--- src/rtl/dmem_arbiter.sv ---
// Round-robin arbiter sharing the single-ported data memory between the CPU
// load/store unit (port 0) and the DMA/debug loader (port 1).
module dmem_arbiter #(
  parameter int ADDR_W = 16,
  parameter int DATA_W = 16
) (
  input  logic              clk,
  input  logic              reset,
  input  logic [1:0]        req_valid,
  input  logic [1:0]        req_we,
  input  logic [1:0]        req_lock,
  input  logic [ADDR_W-1:0] req_addr0,
  input  logic [ADDR_W-1:0] req_addr1,
  input  logic [DATA_W-1:0] req_wdata0,
  input  logic [DATA_W-1:0] req_wdata1,
  output logic [1:0]        req_ready,
  output logic [1:0]        rsp_valid,
  output logic [DATA_W-1:0] rsp_rdata,
  output logic [15:0]       stall_cnt0,
  output logic [15:0]       stall_cnt1,
  output logic [ADDR_W-1:0] mem_address,
  output logic              mem_write_enable,
  output logic              mem_read_enable,
  output logic [DATA_W-1:0] mem_write_data,
  input  logic [DATA_W-1:0] mem_read_data
);

  logic              prio;
  logic              locked;
  logic              lock_owner;
  logic [1:0]        eff_valid;
  logic              grant_any;
  logic              grant_port;
  logic              grant_we;
  logic [ADDR_W-1:0] grant_addr;
  logic [DATA_W-1:0] grant_wdata;

  // The memory is clearing itself while reset is high, so nothing may be granted then.
  always_comb begin
    eff_valid  = reset ? 2'b00 : req_valid;
    grant_any  = 1'b0;
    grant_port = 1'b0;
    if (locked && eff_valid[lock_owner]) begin
      grant_any  = 1'b1;
      grant_port = lock_owner;
    end else begin
      case (eff_valid)
        2'b01: begin
          grant_any  = 1'b1;
          grant_port = 1'b0;
        end
        2'b10: begin
          grant_any  = 1'b1;
          grant_port = 1'b1;
        end
        2'b11: begin
          grant_any  = 1'b1;
          grant_port = prio;
        end
        default: begin
          grant_any  = 1'b0;
          grant_port = 1'b0;
        end
      endcase
    end
  end

  always_comb begin
    grant_we    = grant_port ? req_we[1]  : req_we[0];
    grant_addr  = grant_port ? req_addr1  : req_addr0;
    grant_wdata = grant_port ? req_wdata1 : req_wdata0;
  end

  always_comb begin
    req_ready        = 2'b00;
    mem_address      = '0;
    mem_write_enable = 1'b0;
    mem_read_enable  = 1'b0;
    mem_write_data   = '0;
    if (grant_any) begin
      req_ready[grant_port] = 1'b1;
      mem_address           = grant_addr;
      if (grant_we) begin
        mem_write_enable = 1'b1;
        mem_write_data   = grant_wdata;
      end else begin
        mem_read_enable = 1'b1;
      end
    end
  end

  // Every accepted transfer hands priority to the other port, lock-held ones included.
  always_ff @(posedge clk) begin
    if (reset) begin
      prio       <= 1'b0;
      locked     <= 1'b0;
      lock_owner <= 1'b0;
      rsp_valid  <= 2'b00;
      rsp_rdata  <= '0;
    end else begin
      rsp_valid <= 2'b00;
      if (grant_any) begin
        prio       <= ~grant_port;
        locked     <= req_lock[grant_port];
        lock_owner <= grant_port;
        if (!grant_we) begin
          rsp_valid[grant_port] <= 1'b1;
          rsp_rdata             <= mem_read_data;
        end
      end else if (locked && !req_valid[lock_owner]) begin
        locked <= 1'b0;
      end
    end
  end

  always_ff @(posedge clk) begin
    if (reset) begin
      stall_cnt0 <= 16'h0000;
      stall_cnt1 <= 16'h0000;
    end else begin
      if (req_valid[0] && !req_ready[0] && (stall_cnt0 != 16'hFFFF))
        stall_cnt0 <= stall_cnt0 + 16'd1;
      if (req_valid[1] && !req_ready[1] && (stall_cnt1 != 16'hFFFF))
        stall_cnt1 <= stall_cnt1 + 16'd1;
    end
  end

endmodule
--- config.mk ---
export PLATFORM = sky130hd
export DESIGN_NAME = dmem_arbiter
export DESIGN_NICKNAME = d
export VERILOG_FILES = /design/src/rtl/dmem_arbiter.sv
export SDC_FILE = /design/constraint.sdc
export NUM_CORES = 1
export LEC_CHECK = 0
export BUFFER_PORTS_ARGS = -buffer_cell sky130_fd_sc_hd__buf_2
export CAP_MARGIN = 25
export CORE_UTILIZATION = 40
export DETAILED_ROUTE_END_ITERATION = 10
export PLACE_DENSITY_LB_ADDON = 0.3
export SLEW_MARGIN = 20
export SYNTH_ARGS = -nofsm -noshare
export SYNTH_HDL_FRONTEND = slang
export SYNTH_SLANG_ARGS = --single-unit
--- constraint.sdc ---
create_clock -name clk -period 2 [get_ports clk]
set_clock_uncertainty 0.2 [all_clocks]
set_input_delay 0.1 -clock clk [delete_from_list [all_inputs] [get_ports clk]]
set_output_delay 0.1 -clock clk [all_outputs]
set_load 0.01 [all_outputs]
Word-level counts from Yosys, hierarchy flattened

Cells that the tools add are included.

Register bits: 53
Memory bits (read-only): 0
Memories: 0
Output and inout port bits: 86
Bits in writable memories: 0
Latch bits: 0

Shift-type cells: 0
Magnitude comparators: 3
Multiplexer cells: 26
Bitwise gates (word level): 3
Divide/modulo/power cells: 0
Eq/ne operators: 5
Multiply operators: 0
Reductions and logical operators: 14
Add/sub/neg operators: 2

Operators with widths:

| kind                                                                          | count |
|---|---|
| 16-bit two-way mux                                                            | 5 |
| 16-bit by 1-bit adder with 16-bit output (second input constant)              | 2 |
| 16-bit inequality test (second input constant)                                | 2 |
| 1-bit two-way mux                                                             | 17 |
| 1-bit logical AND                                                             | 7 |
| 3-bit OR reduction                                                            | 2 |
| 2-bit == test (second input constant)                                         | 2 |
| 1-bit by 2-bit less-than comparator with 1-bit output (second input constant) | 2 |
| 2-bit two-way mux                                                             | 2 |
| 1-bit logical NOT                                                             | 3 |
| 1-bit inverter                                                                | 3 |
| 2-bit by 1-bit == test with 1-bit output (second input constant)              | 1 |
| 1-bit one-hot mux with 2 select lines                                         | 1 |
| 2-bit AND reduction                                                           | 1 |
| 2-bit nonzero test                                                            | 1 |
| 1-bit demux with 1-bit select                                                 | 1 |
| 1-bit greater-or-equal comparator (second input constant)                     | 1 |

Logic depth before layout (Yosys ltp)

Depth after elaboration: 13
Depth in mapped cells: 8

Worst setup path before layout

No wires, ideal clock.

Kind: reg2reg
From: register stall_cnt0[0]
To: register stall_cnt0[1]
Period minus slack after synthesis: 2.101 ns
Arrival time: 1.773 ns
Required time: 1.672 ns
Setup time: 0.128 ns
Buffers on the path: 1
Cell stages (with the launch flop): 8
Setup slack: -0.101 ns
Cells stage by stage: dfxtp_1 -> ha_1 -> inv_1 -> or4_4 -> buf_6 -> o21ai_4 -> mux2i_1 -> nor2_1

Cells in the longest elaborated chain, start to end: 2
Elaborated cells between the ends (all ways): 3
Those cells by class: add/sub: 1; eq/ne: 1; reduce/logical: 1

RTL lines:

| item                                                                                             | line | RTL |
|---|---|---|
| start, declared                                                                                  | 19   | `output logic [15:0] stall_cnt0,` |
| start signal, assigned                                                                           | 122  | `stall_cnt0 <= stall_cnt0 + 16'd1;` |
| parallel branches: the longest is 2 deep, another holds 16-bit by 1-bit adder with 16-bit output | -    |  |

Several ways; the timed one is not identified.
A chain may end at the register's enable or synchronous reset.

Worst setup path in the final report

From: register locked
To: output mem_address[0]

Cells in the longest elaborated chain, start to end: 4
Elaborated cells between the ends (all ways): 5
Those cells by class: mux: 4; reduce/logical: 1

RTL lines:

| item                   | line | RTL |
|---|---|---|
| start, declared        | 29   | `logic locked;` |
| start signal, assigned | 104  | `locked <= req_lock[grant_port];` |
| 1-bit logical AND (*)  | 43   | `if (locked && eff_valid[lock_owner]) begin` |
| 1-bit two-way mux      | 43   |  |
| 16-bit two-way mux     | 70   | `grant_addr = grant_port ? req_addr1 : req_addr0;` |
| 16-bit two-way mux (*) | 80   | `if (grant_any) begin` |
| end, declared          | 21   | `output logic [ADDR_W-1:0] mem_address,` |

Mark *: on every way between the ends. The rest lies on a longest branch, timed or not.

==> PnR_summary.wiki <==
{| class="wikitable"
! Metric !! Value
|-
| Number of antenna violations at the first check in global routing || 0
|-
| Maximum fanout count along the critical path || 21
|-
| Cell-by-cell trace of the critical path || mux2i_4 -> a21o_4 -> nor2_4 -> buf_4 -> buf_16 -> o21ai_1 -> buf_2
|-
| Comb power frac || 23.8%
|-
| Leftover overflow at the end of global routing || 0
|-
| Fraction of synthesis flops using an asynchronous set or reset pin || 0%
|-
| Effective utilization at floorplan || 41.40%
|-
| Number of optimization iterations in the first detailed-route pass || 5
|-
| Via count of the first global-routing pass || 2,964
|-
| Peak supply drop || 0.0004178 V
|-
| Routed vias || 3,643
|-
| Sequential fraction of the synthesis area || 35.14%
|-
| WL/cell || 13.35 um
|-
| Leakage power || 0.002155 uW
|-
| Slew Viols, Final || 0
|-
| Time the worst path needs with I/O delays and setup || 2.105 ns
|-
| Crit path capture type || output port
|-
| Hold Crit Class || in -> reg
|-
| Filler cell count in the final layout || 645
|-
| Max Cap Violations || 0
|-
| Max Buffers Root-to-Sink || 2
|-
| Number of vias per cell || 5.081
|-
| Yosys Warn Count || 0
|-
| CTS clk-pin slew, worst paths || 0.10 ns
|-
| Total number of placement rows || 31
|-
| Count of flip-flops with a built-in enable after synthesis || 0
|-
| Post-synthesis compound-gate area fraction || 18.03%
|-
| Cell with the largest stage delay on the worst path || sky130_fd_sc_hd__dfxtp_4
|-
| PortBufs || 173
|-
| Top post-synthesis cells by count || 97 x sky130_fd_sc_hd__nand2_1, 53 x sky130_fd_sc_hd__dfxtp_1, 36 x sky130_fd_sc_hd__nor2_1
|-
| Part of the total power dissipated in the clock network || 29.3%
|-
| Total net switching power || 652.6 uW
|-
| First DRT Iteration DRCs || 160
|-
| Routability-driven placement congestion ratio || 0.8742
|-
| Die footprint || 7900 um2
|-
| Net count after synthesis || 493
|-
| Count of inserted antenna diode cells || 0
|-
| Result of the run || finished, violations left
|-
| Post-route setup slack || -0.1054 ns
|-
| Cells after Synth || 403
|-
| Most used flip-flop cell after synthesis || sky130_fd_sc_hd__dfxtp_1
|-
| Boundary Pins || 174
|-
| Residual antenna-violating net count after detailed routing || 0
|-
| Violations in the final reports || negative setup slack
|-
| Dominant combinational cell family by area after synthesis || simple AND/OR/NAND/NOR gates
|-
| Slew @ Worst Pin || 0.5852 ns
|-
| Post-layout utilization of the core || 65.01%
|-
| Int Power || 1730 uW
|-
| Worst-skew pair later-pin latency || 0.30 ns
|-
| Overall routed net length || 9570 um
|-
| Largest area contributor in the synthesized netlist || sky130_fd_sc_hd__dfxtp_1
|-
| WP data arrival || 1.81 ns
|-
| Largest net degree at the start of global routing || 34
|-
| Total number of nets in the final design || 708
|-
| Switching fraction of total power || 27.39%
|-
| Area contributors post-synth || sky130_fd_sc_hd__dfxtp_1 35%, sky130_fd_sc_hd__nand2_1 12%, sky130_fd_sc_hd__xnor2_1 4.9%
|-
| Area growth syn-to-layout || 57.02%
|-
| Die extent in x || 88.88 um
|-
| Average size of a mapped cell || 7.492 um2
|-
| Root buf cell || sky130_fd_sc_hd__clkbuf_8
|-
| #FFs+latches synth || 53
|-
| Global-route wire length before repair || 12,960 um
|-
| Share of cells above drive strength 1 || 42.56%
|-
| Kind of start point of the critical path || flop
|-
| Clock net sink count || 53
|-
| Setup Viol. Count Final || 35
|-
| Synth cell types || 53
|-
| Pwr dens || 502.7 nW/um2
|-
| Fmax || 475.0 MHz
|-
| Overall power after layout || 2383 uW
|-
| Required time of the critical path || 1.70 ns
|-
| Half-perimeter wire length of the detailed placement result || 6591 um
|-
| Hold violation total from the final report || 0
|-
| Chip height || 88.88 um
|-
| Adder and majority gate portion of the synthesized area || 0.8288%
|-
| Final clock period utilization by the worst path || 105.3%
|-
| Number of buffers created by CTS || 5
|-
| Share of the synthesized area in the top cell type || 35.14%
|-
| TritonCTS clock tree || yes
|-
| All-Layer GR Usage || 20.64%
|-
| Highest cell delay on the worst timing path || 0.37 ns
|-
| Cell with the most instances after synthesis || sky130_fd_sc_hd__nand2_1
|-
| Fraction of synthesized cell area in xor and xnor cells || 6.962%
|-
| Drc violations || 0
|-
| Part of the total power dissipated in sequential elements || 46.8%
|-
| Unrepaired setup endpoints after global routing || yes
|-
| Fraction of the mapped netlist area in simple logic gates || 31.54%
|-
| Core region area || 7292 um2
|-
| Netlist Area Pre-Place || 3019 um2
|-
| Multiplexer share of the synthesized area || 1.741%
|-
| Count of H-tree levels built during CTS || 2
|-
| Normalized max-slew margin || 60.86%
|-
| Worst Path Class, Setup || reg -> out
|}
==> area by class of cell <==
| type | instances | area [um2] | share of cell area [%] |
|---|---|---|---|
| Inverter | 5 | 18.77 | 0.3959 |
| Clock buffer | 5 | 68.82 | 1.452 |
| Timing Repair Buffer | 234 | 1455 | 30.69 |
| Tap cell | 99 | 123.9 | 2.613 |
| Clock inverter | 2 | 35.03 | 0.7390 |
| Multi-Input combinational cell | 319 | 1959 | 41.33 |
| Sequential cell | 53 | 1080 | 22.78 |
==> logic make-up (layout without fill, tap and decap cells) <==
| kind of cell | after synthesis | after routing |
|---|---|---|
| XOR/XNOR | 24 | 24 |
| buffers and inverters | 31 | 246 |
| multiplexers | 4 | 4 |
| AND/OR/NAND/NOR | 205 | 205 |
| adder cells (fa/ha/maj) | 2 | 2 |
| AO/OA/AOI/OAI | 84 | 84 |
| flip-flops | 53 | 53 |
==> worst max-delay path, delay by kind of cell (launching register included) <==
kind            cells  cell delay (ns)
compound gates      2             0.30
buf+inv             3             0.45
flops               1             0.37
mux                 1             0.19
simple gates        1             0.18
==> power groups by stage <==
stage | Sequential (uW) | Combinational (uW) | Clock [uW]
after floorplan | 1160 | 237 | 0
after global placement | 1140 | 480 | 0
after detailed placement | 1140 | 486 | 0
after CTS | 1120 | 550 | 723
after global routing | 1120 | 622 | 758
final | 1120 | 568 | 699
==> state kept, by name, indices dropped and copies added (netlist names) <==
signal	cells
rsp_rdata	16
stall_cnt0	16
stall_cnt1	16
rsp_valid	2
lock_owner	1
locked	1
prio	1
==> cells in the final DEF (no fill, tap or decap), types with 6 or more instances in the layout <==
| master | count |
|---|---|
| sky130_fd_sc_hd__dlygate4sd3_1 | 22 |
| sky130_fd_sc_hd__nor3_1 | 8 |
| sky130_fd_sc_hd__dfxtp_1 | 44 |
| sky130_fd_sc_hd__a211oi_1 | 6 |
| sky130_fd_sc_hd__dfxtp_2 | 6 |
| sky130_fd_sc_hd__nand2_1 | 94 |
| sky130_fd_sc_hd__nand3_1 | 21 |
| sky130_fd_sc_hd__xor2_1 | 7 |
| sky130_fd_sc_hd__buf_2 | 173 |
| sky130_fd_sc_hd__nand4_1 | 10 |
| sky130_fd_sc_hd__nor2_1 | 36 |
| sky130_fd_sc_hd__a21oi_1 | 21 |
| sky130_fd_sc_hd__xnor2_1 | 17 |
| sky130_fd_sc_hd__buf_4 | 30 |
| sky130_fd_sc_hd__o21ai_1 | 30 |
==> metal layers <==
metal | wire [um] | vias up | GRT usage, %
met3 | 475 | 15 | 3.451
met2 | 5054 | 120 | 39.58
li1 | - | 1825 | -
met4 | 136 | 0 | 5.279
met1 | 3903 | 1683 | 23.48
met5 | 0 | - | 0
==> per-stage QoR <==
step,std cells,TNS (ns),cell area (um2),setup slack (ns),hold WS [ns]
2_1_floorplan,403,0,3034,0.02121,-0.02321
5_1_grt,717,-5.703,4741,-0.1955,0.03296
6_report,717,-2.602,4741,-0.1054,0.03383
4_1_cts,717,-3.982,4609,-0.1628,0.005871
3_5_place_dp,682,-0.06178,4172,-0.03866,0.1439
3_3_place_gp,682,0,4172,0.03481,0.1368
==> timing repair <==
| action | 4_1_cts | 5_1_grt |
|---|---|---|
| cloned | 1 | 0 |
| gates resized for setup | 14 | 34 |
| hold endpoints to repair | 21 | 0 |
| endpoints found under the setup margin | 35 | 75 |
| setup buffers | 6 | 1 |
| pin swaps | 5 | 16 |
| hold buffers | 22 | 0 |
==> worst paths after layout <==
| check | start | endpoint | slack [ns] | depth (start not counted) |
|---|---|---|---|---|
| min | reset | rsp_rdata[5] | 0.03 | 3 |
| max reg2reg | stall_cnt1[4] | stall_cnt1[11] | 0.06 | 5 |
| min reg2reg | rsp_rdata[12] | rsp_rdata[12] | 0.25 | 2 |
| max | locked | mem_address[0] | -0.11 | 7 |
Note: power is estimated with default switching activity, not from simulation.
